<file path="src/rtl/divu_seq.sv">
// Sequential unsigned restoring divider: Q = A / B, R = A % B, one trial subtraction
// per cycle with a start/busy/done handshake and a divide-by-zero flag.
module divu_seq #(
   parameter int W = 4
) (
   input  logic         clk,
   input  logic         rst_n,
   input  logic         start,
   input  logic [W-1:0] A,
   input  logic [W-1:0] B,
   output logic [W-1:0] Q,
   output logic [W-1:0] R,
   output logic         busy,
   output logic         done,
   output logic         dz
);

   localparam int CW = (W > 1) ? $clog2(W) : 1;

   typedef enum logic [1:0] {
      S_IDLE,
      S_RUN,
      S_DONE
   } state_e;

   state_e         state_q;
   logic [W-1:0]   dvd_q;      // dividend, quotient bits shift in at the LSB
   logic [W-1:0]   dvs_q;
   logic [W-1:0]   rem_q;
   logic [CW-1:0]  cnt_q;
   logic [W-1:0]   q_q;
   logic [W-1:0]   r_q;
   logic           dz_q;
   logic           busy_q;
   logic           done_q;

   logic [W:0]     rem_sh_d;
   logic [W+1:0]   diff_d;
   logic           no_borrow_d;
   logic [W-1:0]   rem_d;
   logic [W-1:0]   quo_d;

   // One restoring step. A partial remainder is always < B, so bit W of a
   // non-borrowing trial is 0 and only the low W bits need to be stored.
   always_comb begin
      rem_sh_d    = {rem_q, dvd_q[W-1]};
      diff_d      = {1'b0, rem_sh_d} + {1'b0, ~{1'b0, dvs_q}} + (W+2)'(1);
      no_borrow_d = diff_d[W+1] & ~diff_d[W];
      rem_d       = no_borrow_d ? diff_d[W-1:0] : rem_sh_d[W-1:0];
      quo_d       = {dvd_q[W-2:0], no_borrow_d};
   end

   // NOTE: every register here uses non-blocking assignment so all state updates
   // see the same pre-edge values, regardless of statement order.
   always_ff @(posedge clk or negedge rst_n) begin
      if (!rst_n) begin
         state_q <= S_IDLE;
         dvd_q   <= '0;
         dvs_q   <= '0;
         rem_q   <= '0;
         cnt_q   <= '0;
         q_q     <= '0;
         r_q     <= '0;
         dz_q    <= 1'b0;
         busy_q  <= 1'b0;
         done_q  <= 1'b0;
      end else begin
         done_q <= (state_q == S_DONE);
         case (state_q)
            S_IDLE, S_DONE: begin
               if (start) begin
                  dvd_q <= A;
                  dvs_q <= B;
                  rem_q <= '0;
                  cnt_q <= CW'(W-1);
                  if (B == '0) begin
                     state_q <= S_DONE;
                     q_q     <= '1;
                     r_q     <= A;
                     dz_q    <= 1'b1;
                  end else begin
                     state_q <= S_RUN;
                     busy_q  <= 1'b1;
                  end
               end else begin
                  state_q <= S_IDLE;
               end
            end
            S_RUN: begin
               dvd_q <= quo_d;
               rem_q <= rem_d;
               cnt_q <= cnt_q - 1'b1;
               if (cnt_q == '0) begin
                  state_q <= S_DONE;
                  busy_q  <= 1'b0;
                  q_q     <= quo_d;
                  r_q     <= rem_d;
                  dz_q    <= 1'b0;
               end
            end
            default: begin
               state_q <= S_IDLE;
               busy_q  <= 1'b0;
            end
         endcase
      end
   end

   assign Q    = q_q;
   assign R    = r_q;
   assign busy = busy_q;
   assign done = done_q;
   assign dz   = dz_q;

endmodule
</file>
<file path="config.mk">
export PLATFORM = sky130hd
export DESIGN_NAME = divu_seq
export DESIGN_NICKNAME = d
export VERILOG_FILES = /design/src/rtl/divu_seq.sv
export SDC_FILE = /design/constraint.sdc
export NUM_CORES = 1
export LEC_CHECK = 0
export CORE_ASPECT_RATIO = 1.75
export CORE_MARGIN = 1
export CORE_UTILIZATION = 30
export DETAILED_ROUTE_END_ITERATION = 16
export SLEW_MARGIN = 20
export SYNTH_ARGS = -nofsm -noshare
export SYNTH_HDL_FRONTEND = slang
export SYNTH_SLANG_ARGS = --single-unit
</file>
<file path="constraint.sdc">
create_clock -name clk -period 2.6 [get_ports clk]
set_clock_uncertainty 0.1 [all_clocks]
set_input_delay 0.26 -clock clk [delete_from_list [all_inputs] [get_ports clk]]
set_output_delay 0.26 -clock clk [all_outputs]
set_load 0.01 [all_outputs]
</file>
After elaboration in Yosys (flattened, before gate mapping):

Cells that the tools add are included.
W data, S select, Z words.

* muxes and demuxes: 26
* equal/unequal tests: 6
* bitwise gates (word level): 3
* add/sub/neg operators: 3
* reduce and logical (&&, ||, !) cells: 9

Operator list (number)
* $mux W4: 9
* $pmux W4 S2: 4
* $mux W2: 4
* $ne A2 B2 Y1 const B: 4
* $pmux W2 S2: 2
* $add A5 B5 Y6: 1
* $add A6 B1 Y6 const B: 1
* $mux W1: 5
* $not A4 Y5: 1
* $logic_not A2 Y1: 2
* $logic_not A4 Y1: 1
* $pmux W1 S2: 2
* $reduce_and A2 Y1: 2
* $reduce_and A4 Y1: 1
* $reduce_and A3 Y1: 1
* $eq A2 B1 Y1 const B: 1
* $eq A2 B2 Y1 const B: 1
* $reduce_bool A2 Y1: 1
* $reduce_or A2 Y1: 1
* $sub A2 B1 Y2 const B: 1
* $and A1 B1 Y1: 1
* $not A1 Y1: 1

* output and inout bits: 11
* input bits: 11
* flip-flop bits (word level): 27

Depth between registers and ports, before layout:

Gate-level depths: netlist of run 1.

* depth after elaboration: 8
* depth in mapped cells: 8

Least setup slack after synthesis of run 1:

Ideal clock, no wire load.

* kind: reg-to-reg
* start: reg dvd_q[3]
* end: reg r_q[0] (netlist: R[0])
* path slack: 0.423 ns
* buffers on the path: 0
* library setup time: 0.063 ns
* stages on the path, launching flop included: 9
* arrival time: 2.014 ns
* cells stage by stage: dfrtp_1 -> inv_1 -> ha_1 -> fa_1 -> and2b_4 -> o211ai_1 -> a32oi_4 -> mux2i_1 -> o22a_2

* cells in the longest elaborated chain, start to end: 7

RTL lines
* from (decl): line 27 `logic [W-1:0] dvd_q;`
* from (signal assigned): line 90 `dvd_q <= quo_d;`
* $add A5 B5 Y6: line 47 `diff_d = {1'b0, rem_sh_d} + {1'b0, ~{1'b0, dvs_q}} + (W+2)'(1);`
* $add A6 B1 Y6: line 47
* $not A1 Y1: line 48 `no_borrow_d = diff_d[W+1] & ~diff_d[W];`
* $and A1 B1 Y1: line 48
* $mux W4 *: line 49 `rem_d = no_borrow_d ? diff_d[W-1:0] : rem_sh_d[W-1:0];`
* $mux W4 *: line 93 `if (cnt_q == '0) begin`
* $pmux W4 S2 *: line 69 `case (state_q)`
* to (signal assigned): line 97 `r_q <= rem_d;`
* to (decl): line 32 `logic [W-1:0] r_q;`

Mark *: on every way between the ends. The rest lies on a longest branch, timed or not. The select of a mux whose other input is x is not followed.
A chain may end at the register's enable or synchronous reset.

Final worst setup path of run 1:

* start: reg dvd_q[3]
* end: reg r_q[1] (netlist: R[1])

* cells in the longest elaborated chain, start to end: 7

RTL lines (line)
* $add A5 B5 Y6 *: 47
* $add A6 B1 Y6 *: 47
* $not A1 Y1: 48
* $and A1 B1 Y1: 48
* $mux W4 *: 49
* $mux W4 *: 93
* $pmux W4 S2 *: 69

Marks and branches as above.

==> results of run 1 <==
-- cells by family (layout without fill, tap and decap cells) --
kind of cell | after synthesis | after routing | share of synthesized area (%)
compound gates | 36 | 36 | 19.5
xor+xnor | 2 | 2 | 1.28
fa+ha+maj | 6 | 6 | 6.06
buf+inv | 14 | 39 | 4.50
flops | 27 | 27 | 49.5
mux | 3 | 3 | 2.20
simple gates | 50 | 50 | 16.9
-- cell type report --
| class | count | area [um^2] | share of cell area [%] |
|---|---|---|---|
| Tap cell | 51 | 63.8 | 3.77 |
| Clock buffer | 3 | 41.3 | 2.44 |
| Sequential cell | 27 | 676 | 40.0 |
| Inverter | 10 | 37.5 | 2.22 |
| Timing Repair Buffer | 25 | 240 | 14.2 |
| Clock inverter | 1 | 5.00 | 0.296 |
| Multi-Input combinational cell | 97 | 627 | 37.1 |
-- cell usage after synthesis --
library cell | n | area, um^2
a21o_1 | 4 | 30.0
a21oi_1 | 7 | 35.0
a22oi_1 | 2 | 15.0
a31oi_1 | 4 | 25.0
a32oi_4 | 1 | 27.5
and2b_4 | 1 | 10.0
and3_1 | 1 | 6.26
buf_2 | 1 | 5.00
buf_6 | 1 | 11.3
clkbuf_1 | 2 | 7.51
dfrtp_1 | 27 | 676
fa_1 | 1 | 20.0
ha_1 | 5 | 62.6
inv_1 | 10 | 37.5
mux2i_1 | 3 | 30.0
nand2_1 | 29 | 109
nand2b_1 | 3 | 18.8
nand3b_1 | 1 | 7.51
nor2_1 | 8 | 30.0
nor2b_1 | 3 | 18.8
nor3_1 | 1 | 5.00
nor4_1 | 1 | 6.26
o211ai_1 | 2 | 15.0
o21a_1 | 1 | 7.51
o21ai_0 | 8 | 40.0
o21ai_4 | 1 | 16.3
o22a_1 | 1 | 8.76
o22a_2 | 4 | 40.0
o22ai_1 | 1 | 6.26
or2b_1 | 1 | 7.51
or4_4 | 1 | 11.3
xor2_1 | 2 | 17.5
-- sequential cells by signal, indices dropped and copies added, names as in the netlist --
name / count
R: 4
rem_q: 4
state_q: 2
dz: 1
done: 1
busy: 1
Q: 4
cnt_q: 2
dvd_q: 4
dvs_q: 4
-- worst max-delay path, delay by kind of cell (launching register included) --
kind	cells	cell delay, ns
DFF	1	0.36
AOI/OAI and AO/OA	3	0.69
muxes	1	0.29
buffers and inverters	1	0.06
adders and majority gates	2	0.61
and+or+nand+nor	1	0.27
-- power breakdown --
group / switching [W] / internal [W] / total [W]
clock network: 0.000132 / 0.000107 / 0.000239
registers: 0.000140 / 0.000619 / 0.000759
logic: 0.000675 / 0.000601 / 0.00128
-- routing by layer --
metal	wire (um)	track usage, %	up-vias
met2	1840	28.0	16
li1	-	-	522
met3	51	1.68	10
met1	1210	16.2	538
met4	121	11.0	0
met5	0	0	-
-- final timing paths --
| kind | slack [ns] | end | from |
|---|---|---|---|
| setup / recovery | 0.18 | R[1] | dvd_q[3] |
| hold / removal | 0.25 | R[3] | rst_n |
| setup reg to reg | 0.18 | R[1] | dvd_q[3] |
| hold reg to reg | 0.38 | cnt_q[0] | cnt_q[0] |
| max in group asynchronous | 1.89 | dvs_q[3] | rst_n |
| min in group clk | 0.38 | cnt_q[0] | cnt_q[0] |
-- through the flow --
stage               area [um^2]  hold slack (ns)  setup slack (ns)
floorplan                  1360           -0.136             0.423
global placement           1640            0.359             0.331
detailed placement         1640            0.373             0.192
CTS                        1690            0.269             0.176
global route               1690            0.308            0.0238
finish                     1690            0.252             0.180
==> flow_summary.ini, run 1 <==
[synth]
postSynthAreaPerCell_um2 = 9.88
synth_area_um2 = 1360
synthDistinctLibCells = 32
yosysWarnings = 0
synthCells = 138
synth_sequential_area_ratio_pct = 49.5
synth-seq-cells = 27
synth_nets = 155

[run]
timing.max_cap.violations = 0

[critical_path]
critical_path_cell_with_the_highest_stage_delay = fa_1
crit_chain = inv_1, ha_1, fa_1, and2b_4, o211ai_1, a32oi_4, mux2i_1, o22a_2
crit_required_ns = 2.72
critPathMaxFanout = 5
critical_path.endpoint_type = flip-flop
worst_path_largest_cell_delay_ns = 0.39
crit_arrival_ns = 2.54
reg2regPathDepth = 8
critPathKind = flip-flop to flip-flop
critical_path.startpoint_type = flip-flop

[finish]
nFillCells = 443
instances_no_fill = 214
antenna_cells_inserted = 0
final_common_cell = nand2_1
layout-drive-gt1-share_pct = 9.82
areaGrowthSynthToFinish_pct = 23.9
fin_nets = 181
fin_util_pct = 38.7
layout_common_cells = 29 x nand2_1, 27 x dfrtp_1, 21 x clkdlybuf4s50_1

[detailed_routing]
routed_wire_length_per_instance_um = 15.1
dr.first_iter.drc_count = 21
post_drt_via_cell_ratio = 5.07
drtPass1Iterations = 4
detail_route.wirelength_um = 3220
drtAntennaViolNets = 0
remaining_drc_errors = 0
dr_total_vias = 1086

[run_status]
outcome = finished, final reports clean

[pwr]
ir_drop_mv = 0.483
static-leakage-power_nw = 0.766
pwr_cell_area_nw_per_um2 = 1350
fin_total_pwr_w = 0.00227

[global_route]
overflow = 0
first_global_vias = 1199
global_route.usage.total_pct = 15.8
grt_first_pass_wirelength_um = 5590
antenna_found_initial = 0
maximum_number_of_pins_on_one_net_before_global_route_repair = 28

[floorplanning]
die_h_um = 91.2
core-area_um2 = 4360
io_pins = 22
die_area_um2 = 4830
rows = 32
start_util_pct = 31.2
die-width_um = 53.0

[sta]
max_slew_violation_total_from_the_final_report = 0
rsz0062_at_grt = false
slew-limit-headroom_pct = 69.6
hold_viol_final = 0
max_clock_freq_mhz = 413
max_slew.worst_pin.slew_ns = 0.454
setup_viol_count_final = 0
final_period_minus_worst_setup_slack_ns = 2.42
fin_setup_tns_ns = 0
final_min_period_over_clock_period_pct = 93.1

[clock_tree]
cts_buffer_depth = 2
h-tree-depth = 1
clock-root-buffer = clkbuf_8
numCtsBuffers = 3
tritoncts = yes
post_cts_resize_count = 0
postCtsSetupRepairBufs = 0
clkSinkCount = 27
clock_latency_ns = 0.27
post_cts_hold_buffer_count = 0
clk_pin_slew_worst_paths_ns = 0.09

[place]
place_hpwl_um = 2530
gp_congestion = 0.828
portBuffers = 21
post-place-cells = 210

[min_path]
worst_min_delay_path_class = primary input to async pin
Power figures use the tool's default switching activity.
==> run 2, diff against run 1 <==
--- a/config.mk
+++ b/config.mk
@@ -10,4 +10,5 @@
 export CORE_UTILIZATION = 30
 export DETAILED_ROUTE_END_ITERATION = 16
+export RECOVER_POWER = 25
 export SLEW_MARGIN = 20
 export SYNTH_ARGS = -nofsm -noshare
==> constraint.sdc (replaced) <==
create_clock -name clk -period 2.6 [get_ports clk]
set_clock_uncertainty 0.1 [all_clocks]
set_input_delay 0.26 -clock clk [delete_from_list [all_inputs] [get_ports clk]]
set_output_delay 0.26 -clock clk [all_outputs]
set_load 0.05 [all_outputs]
==> run 2 against run 1 <==
Utilization shrank 0.086 points. Routed wire length grew 1.3%. Sequential share of layout area grew 0.089 points. Die area is the same. Count of clock-buffer cells in the layout is the same. Hold slack gained 0.13 ns. Global-route usage is the same. Clock power is essentially flat. First-iteration DRC count grew 43%. Critical path depth is the same. Critical endpoint unchanged. Flip-flop and latch count is the same.
==> flow_summary.ini, run 2 (synthesis results as in run 1) <==
[global_route]
global_route.usage.total_pct = 15.8
antenna_found_initial = 0
grt_first_pass_wirelength_um = 5590
first_global_vias = 1199
overflow = 0
maximum_number_of_pins_on_one_net_before_global_route_repair = 28

[place]
place_hpwl_um = 2530
gp_congestion = 0.828
portBuffers = 21

[critical_path]
critPathKind = flip-flop to flip-flop
critPathBufInv = 1
crit_chain = inv_1, ha_1, fa_1, and2b_4, o211ai_1, a32oi_4, mux2i_1, o22a_2
critical_path.endpoint_type = flip-flop
critical_path_cell_with_the_highest_stage_delay = fa_1
setup.worst_path.start = dvd_q[3]
rrSetupSlack_ns = 0.18
worst_path_largest_cell_delay_ns = 0.39
worstReg2RegEnd = R[1]
cp_top_family = compound AO/OA/AOI/OAI gates
critPathMaxFanout = 5
crit_arrival_ns = 2.55
r2r_start = dvd_q[3]
critical_path.startpoint_type = flip-flop
crit_required_ns = 2.72
reg2regPathDepth = 8

[detailed_routing]
dr_total_vias = 1086
detail_route.wirelength_um = 3270
wl_met2_um = 1890
drtAntennaViolNets = 0
highest_layer = met4
detail_route.wirelength.met1_um = 1210
remaining_drc_errors = 0
wl_met3_um = 47
routed_wire_length_per_instance_um = 15.3
post_drt_via_cell_ratio = 5.07
dr.first_iter.drc_count = 30
drtPass1Iterations = 3

[sta]
max_slew.worst_pin.slew_ns = 1.49
rsz0062_at_grt = false
slew-limit-headroom_pct = 0.864
fin_setup_tns_ns = 0
max_clock_freq_mhz = 413
max_slew_violation_total_from_the_final_report = 0
final_period_minus_worst_setup_slack_ns = 2.42
hold_viol_final = 0
setup_viol_count_final = 0
final_min_period_over_clock_period_pct = 93.1

[finish]
final_common_cell = nand2_1
fin_nets = 181
areaGrowthSynthToFinish_pct = 23.7
layout_common_cells = 29 x nand2_1, 27 x dfrtp_1, 20 x clkdlybuf4s50_1
layout-drive-gt1-share_pct = 9.20
nFillCells = 445
antenna_cells_inserted = 0

[clock_tree]
cts_buffer_depth = 2
clock-root-buffer = clkbuf_8
clk_pin_slew_worst_paths_ns = 0.09
clkSinkCount = 27
post_cts_hold_buffer_count = 0
post_cts_resize_count = 0
tritoncts = yes
h-tree-depth = 1
clock_latency_ns = 0.27
postCtsSetupRepairBufs = 0
numCtsBuffers = 3

[pwr]
power.net_switching_w = 0.00117
p_int_w = 0.00133
ir_drop_mv = 0.545
static-leakage-power_nw = 0.763
pwr_cell_area_nw_per_um2 = 1480
fraction_of_power_consumed_by_combinational_cells_pct = 60.0
netSwitchingFraction_pct = 46.9
fin_total_pwr_w = 0.00250
power.clock.fraction_pct = 9.6
seq_power_share_pct = 30.4

[floorplanning]
start_util_pct = 31.2
die_h_um = 91.2
die-width_um = 53.0
rows = 32
core-area_um2 = 4360
die_area_um2 = 4830
io_pins = 22

[run_status]
outcome = finished, final reports clean

[min_path]
timing.hold.worst_endpoint = cnt_q[0]
hold_start = cnt_q[0]
timing.hold.worst_path_depth = 1
worst_min_delay_path_class = flip-flop to flip-flop

[run]
timing.max_cap.violations = 0
## run 2: through the flow
stage / util [%] / hold WS, ns / area (um^2) / std cells / setup slack (ns)
floorplan: - / -0.136 / 1360 / 138 / 0.422
global placement: 37.7 / 0.359 / 1640 / 210 / 0.331
detailed placement: 37.7 / 0.373 / 1640 / 210 / 0.192
CTS: 38.7 / 0.269 / 1690 / 214 / 0.176
global route: 38.6 / 0.412 / 1690 / 214 / 0.0238
finish: 38.6 / 0.381 / 1690 / 214 / 0.178
## run 2: routing by layer
| layer | track usage [%] | vias to the layer above |
|---|---|---|
| met5 | 0 | - |
| met4 | 11.0 | 0 |
| met3 | 1.68 | 8 |
| met2 | 28.0 | 14 |
| met1 | 16.2 | 542 |
| li1 | - | 522 |
## run 2: final cells by class
cell class / instances / area [um^2] / area share, %
inverter: 10 / 37.5 / 2.23
sequential: 27 / 676 / 40.1
timing repair buffer: 25 / 236 / 14.0
multi-input combinational: 97 / 627 / 37.2
tap: 51 / 63.8 / 3.78
clock buffer: 3 / 41.3 / 2.45
clock inverter: 1 / 5.00 / 0.297
## run 2: power groups by stage
| stage | logic (W) | clock network [W] | registers (W) |
|---|---|---|---|
| 2_1_floorplan | 0.000861 | 0 | 0.000981 |
| 3_3_place_gp | 0.00145 | 0 | 0.000758 |
| 3_5_place_dp | 0.00151 | 0 | 0.000767 |
| 4_1_cts | 0.00151 | 0.000248 | 0.000759 |
| 5_1_grt | 0.00164 | 0.000264 | 0.000786 |
| 6_report | 0.00150 | 0.000239 | 0.000759 |
## run 2: worst max-delay path by stage
stage                       to  slack, ns  depth (start not counted)
after global routing      R[1]       0.02                          8
final                     R[1]       0.18                          8
after global placement    R[1]       0.33                          8
after floorplan           R[0]       0.42                          8
after CTS                 R[1]       0.18                          8
after detailed placement  R[1]       0.19                          8
==> run 3, diff against run 2 <==
CELL_PAD_IN_SITES_DETAIL_PLACEMENT = 0   (was unset)
CELL_PAD_IN_SITES_GLOBAL_PLACEMENT = 2   (was unset)
PLACE_DENSITY_LB_ADDON = 0.1   (was unset)
==> run 3 against run 2 <==
The flow now finishes with violations (capacitance limit, slew limit). Via count fell by 4.1%. Critical path type unchanged. Utilization fell by 0.17 points. Largest cell class unchanged. Flip-flop and latch count did not move. Maximum frequency rose by 0.44%. Power fell by 0.46%. Final area fell by 0.45%. Routed wire length rose by 0.31%. Sequential share of layout area rose by 0.18 points. Global-route usage rose by 0.19 points. Combinational power barely moved. Die area did not move. Setup slack improved by 0.011 ns.
==> flow_summary.ini, run 3 (synthesis results as in run 1) <==
[finish]
antenna_cells_inserted = 0
final_common_cell = nand2_1
areaGrowthSynthToFinish_pct = 23.1
fin_util_pct = 38.5
nFillCells = 443
layout-drive-gt1-share_pct = 8.64
fin_nets = 180
layout_common_cells = 29 x nand2_1, 27 x dfrtp_1, 20 x clkdlybuf4s50_1

[sta]
max_slew_violation_total_from_the_final_report = 28
final_period_minus_worst_setup_slack_ns = 2.41
max_clock_freq_mhz = 415
final_min_period_over_clock_period_pct = 92.7
setup_viol_count_final = 0
hold_viol_final = 0
fin_setup_tns_ns = 0
slew-limit-headroom_pct = -1.72
rsz0062_at_grt = false
max_slew.worst_pin.slew_ns = 1.53
whs_ns = 0.385

[clock_tree]
numCtsBuffers = 3
h-tree-depth = 1
clk_pin_slew_worst_paths_ns = 0.10
clock_latency_ns = 0.27
clock-root-buffer = clkbuf_8
clkSinkCount = 27
tritoncts = yes
cts_buffer_depth = 2
post_cts_resize_count = 0
post_cts_hold_buffer_count = 0
postCtsSetupRepairBufs = 0

[pwr]
fraction_of_power_consumed_by_combinational_cells_pct = 60.1
ir_drop_mv = 0.800
pwr_cell_area_nw_per_um2 = 1480
power.clock.fraction_pct = 9.7
static-leakage-power_nw = 0.757
netSwitchingFraction_pct = 46.8
power.net_switching_w = 0.00116
seq_power_share_pct = 30.3
p_int_w = 0.00132

[critical_path]
reg2regPathDepth = 8
crit_chain = inv_1, ha_1, fa_1, and2b_4, o211ai_1, a32oi_4, mux2i_1, o22a_2
rrSetupSlack_ns = 0.19
critPathMaxFanout = 5
critPathKind = flip-flop to flip-flop
critical_path.endpoint_type = flip-flop
critical_path.startpoint_type = flip-flop
crit_required_ns = 2.72
crit_arrival_ns = 2.53
worstReg2RegEnd = R[2]
worst_path_largest_cell_delay_ns = 0.39
r2r_start = dvd_q[3]
setup.worst_path.start = dvd_q[3]
critical_path_cell_with_the_highest_stage_delay = fa_1

[run]
timing.max_cap.violations = 1

[global_route]
antenna_found_initial = 0
overflow = 0
first_global_vias = 1178
maximum_number_of_pins_on_one_net_before_global_route_repair = 28
global_route.usage.total_pct = 16.0
grt_first_pass_wirelength_um = 5530

[floorplanning]
die_area_um2 = 4830
die_h_um = 91.2
core-area_um2 = 4360
start_util_pct = 31.2
io_pins = 22
rows = 32
die-width_um = 53.0

[detailed_routing]
dr_total_vias = 1041
post_drt_via_cell_ratio = 4.89
remaining_drc_errors = 0
dr.first_iter.drc_count = 25
detail_route.wirelength_um = 3280
drtPass1Iterations = 4
routed_wire_length_per_instance_um = 15.4
drtAntennaViolNets = 0

[min_path]
hold_start = dvs_q[0]
timing.hold.worst_endpoint = dvs_q[0]
timing.hold.worst_path_depth = 2
worst_min_delay_path_class = flip-flop to flip-flop

[run_status]
outcome = complete, but fails checks
violations = capacitance limit, slew limit

[place]
portBuffers = 21
place_hpwl_um = 2480
gp_congestion = 0.729
run 3: changes by cell type in the layout (fill, tap and decap cells not counted), sizes merged:
cell	change
buf	-1
run 3: how the worst max path moves through the flow:
stage / end / depth (start not counted)
floorplan: R[0] / 8
global placement: R[2] / 8
detailed placement: R[2] / 8
CTS: R[2] / 8
global route: R[2] / 8
finish: R[2] / 8
run 3: layer usage:
metal | vias to the layer above | routed length [um] | track usage, %
met4 | 0 | 34 | 5.92
li1 | 520 | - | -
met1 | 510 | 1350 | 17.8
met5 | - | 0 | 0
met2 | 9 | 1840 | 29.0
met3 | 2 | 57 | 2.35
run 3: cell type report:
class,count,area (um^2),share of cell area [%]
repair buffers,24,229,13.6
flip-flops and latches,27,676,40.2
inverters,10,37.5,2.24
clock inverters,1,5.00,0.298
multi-input cells,97,627,37.3
clock buffers,3,41.3,2.46
well taps,51,63.8,3.80
run 3: worst max-delay path, delay by kind of cell, from the launching register on:
kind,cells,cell delay (ns)
DFF,1,0.35
and+or+nand+nor,1,0.27
muxes,1,0.29
buffers and inverters,1,0.06
adders and majority gates,2,0.61
AOI/OAI and AO/OA,3,0.70
run 3: power by group through the flow:
stage	combinational (W)	clock [W]	sequential, W
6_report	0.00149	0.000240	0.000752
5_1_grt	0.00166	0.000268	0.000784
4_1_cts	0.00152	0.000257	0.000760
3_5_place_dp	0.00151	0	0.000769
3_3_place_gp	0.00148	0	0.000761
2_1_floorplan	0.000861	0	0.000981
run 3: through the flow:
stage	power, W	worst slack (ns)	instances	area, um^2
after floorplan	0.00184	0.422	138	1360
after global placement	0.00224	0.308	209	1640
after detailed placement	0.00228	0.239	209	1640
after CTS	0.00253	0.204	213	1680
after global routing	0.00271	0.0385	213	1680
final	0.00248	0.189	213	1680
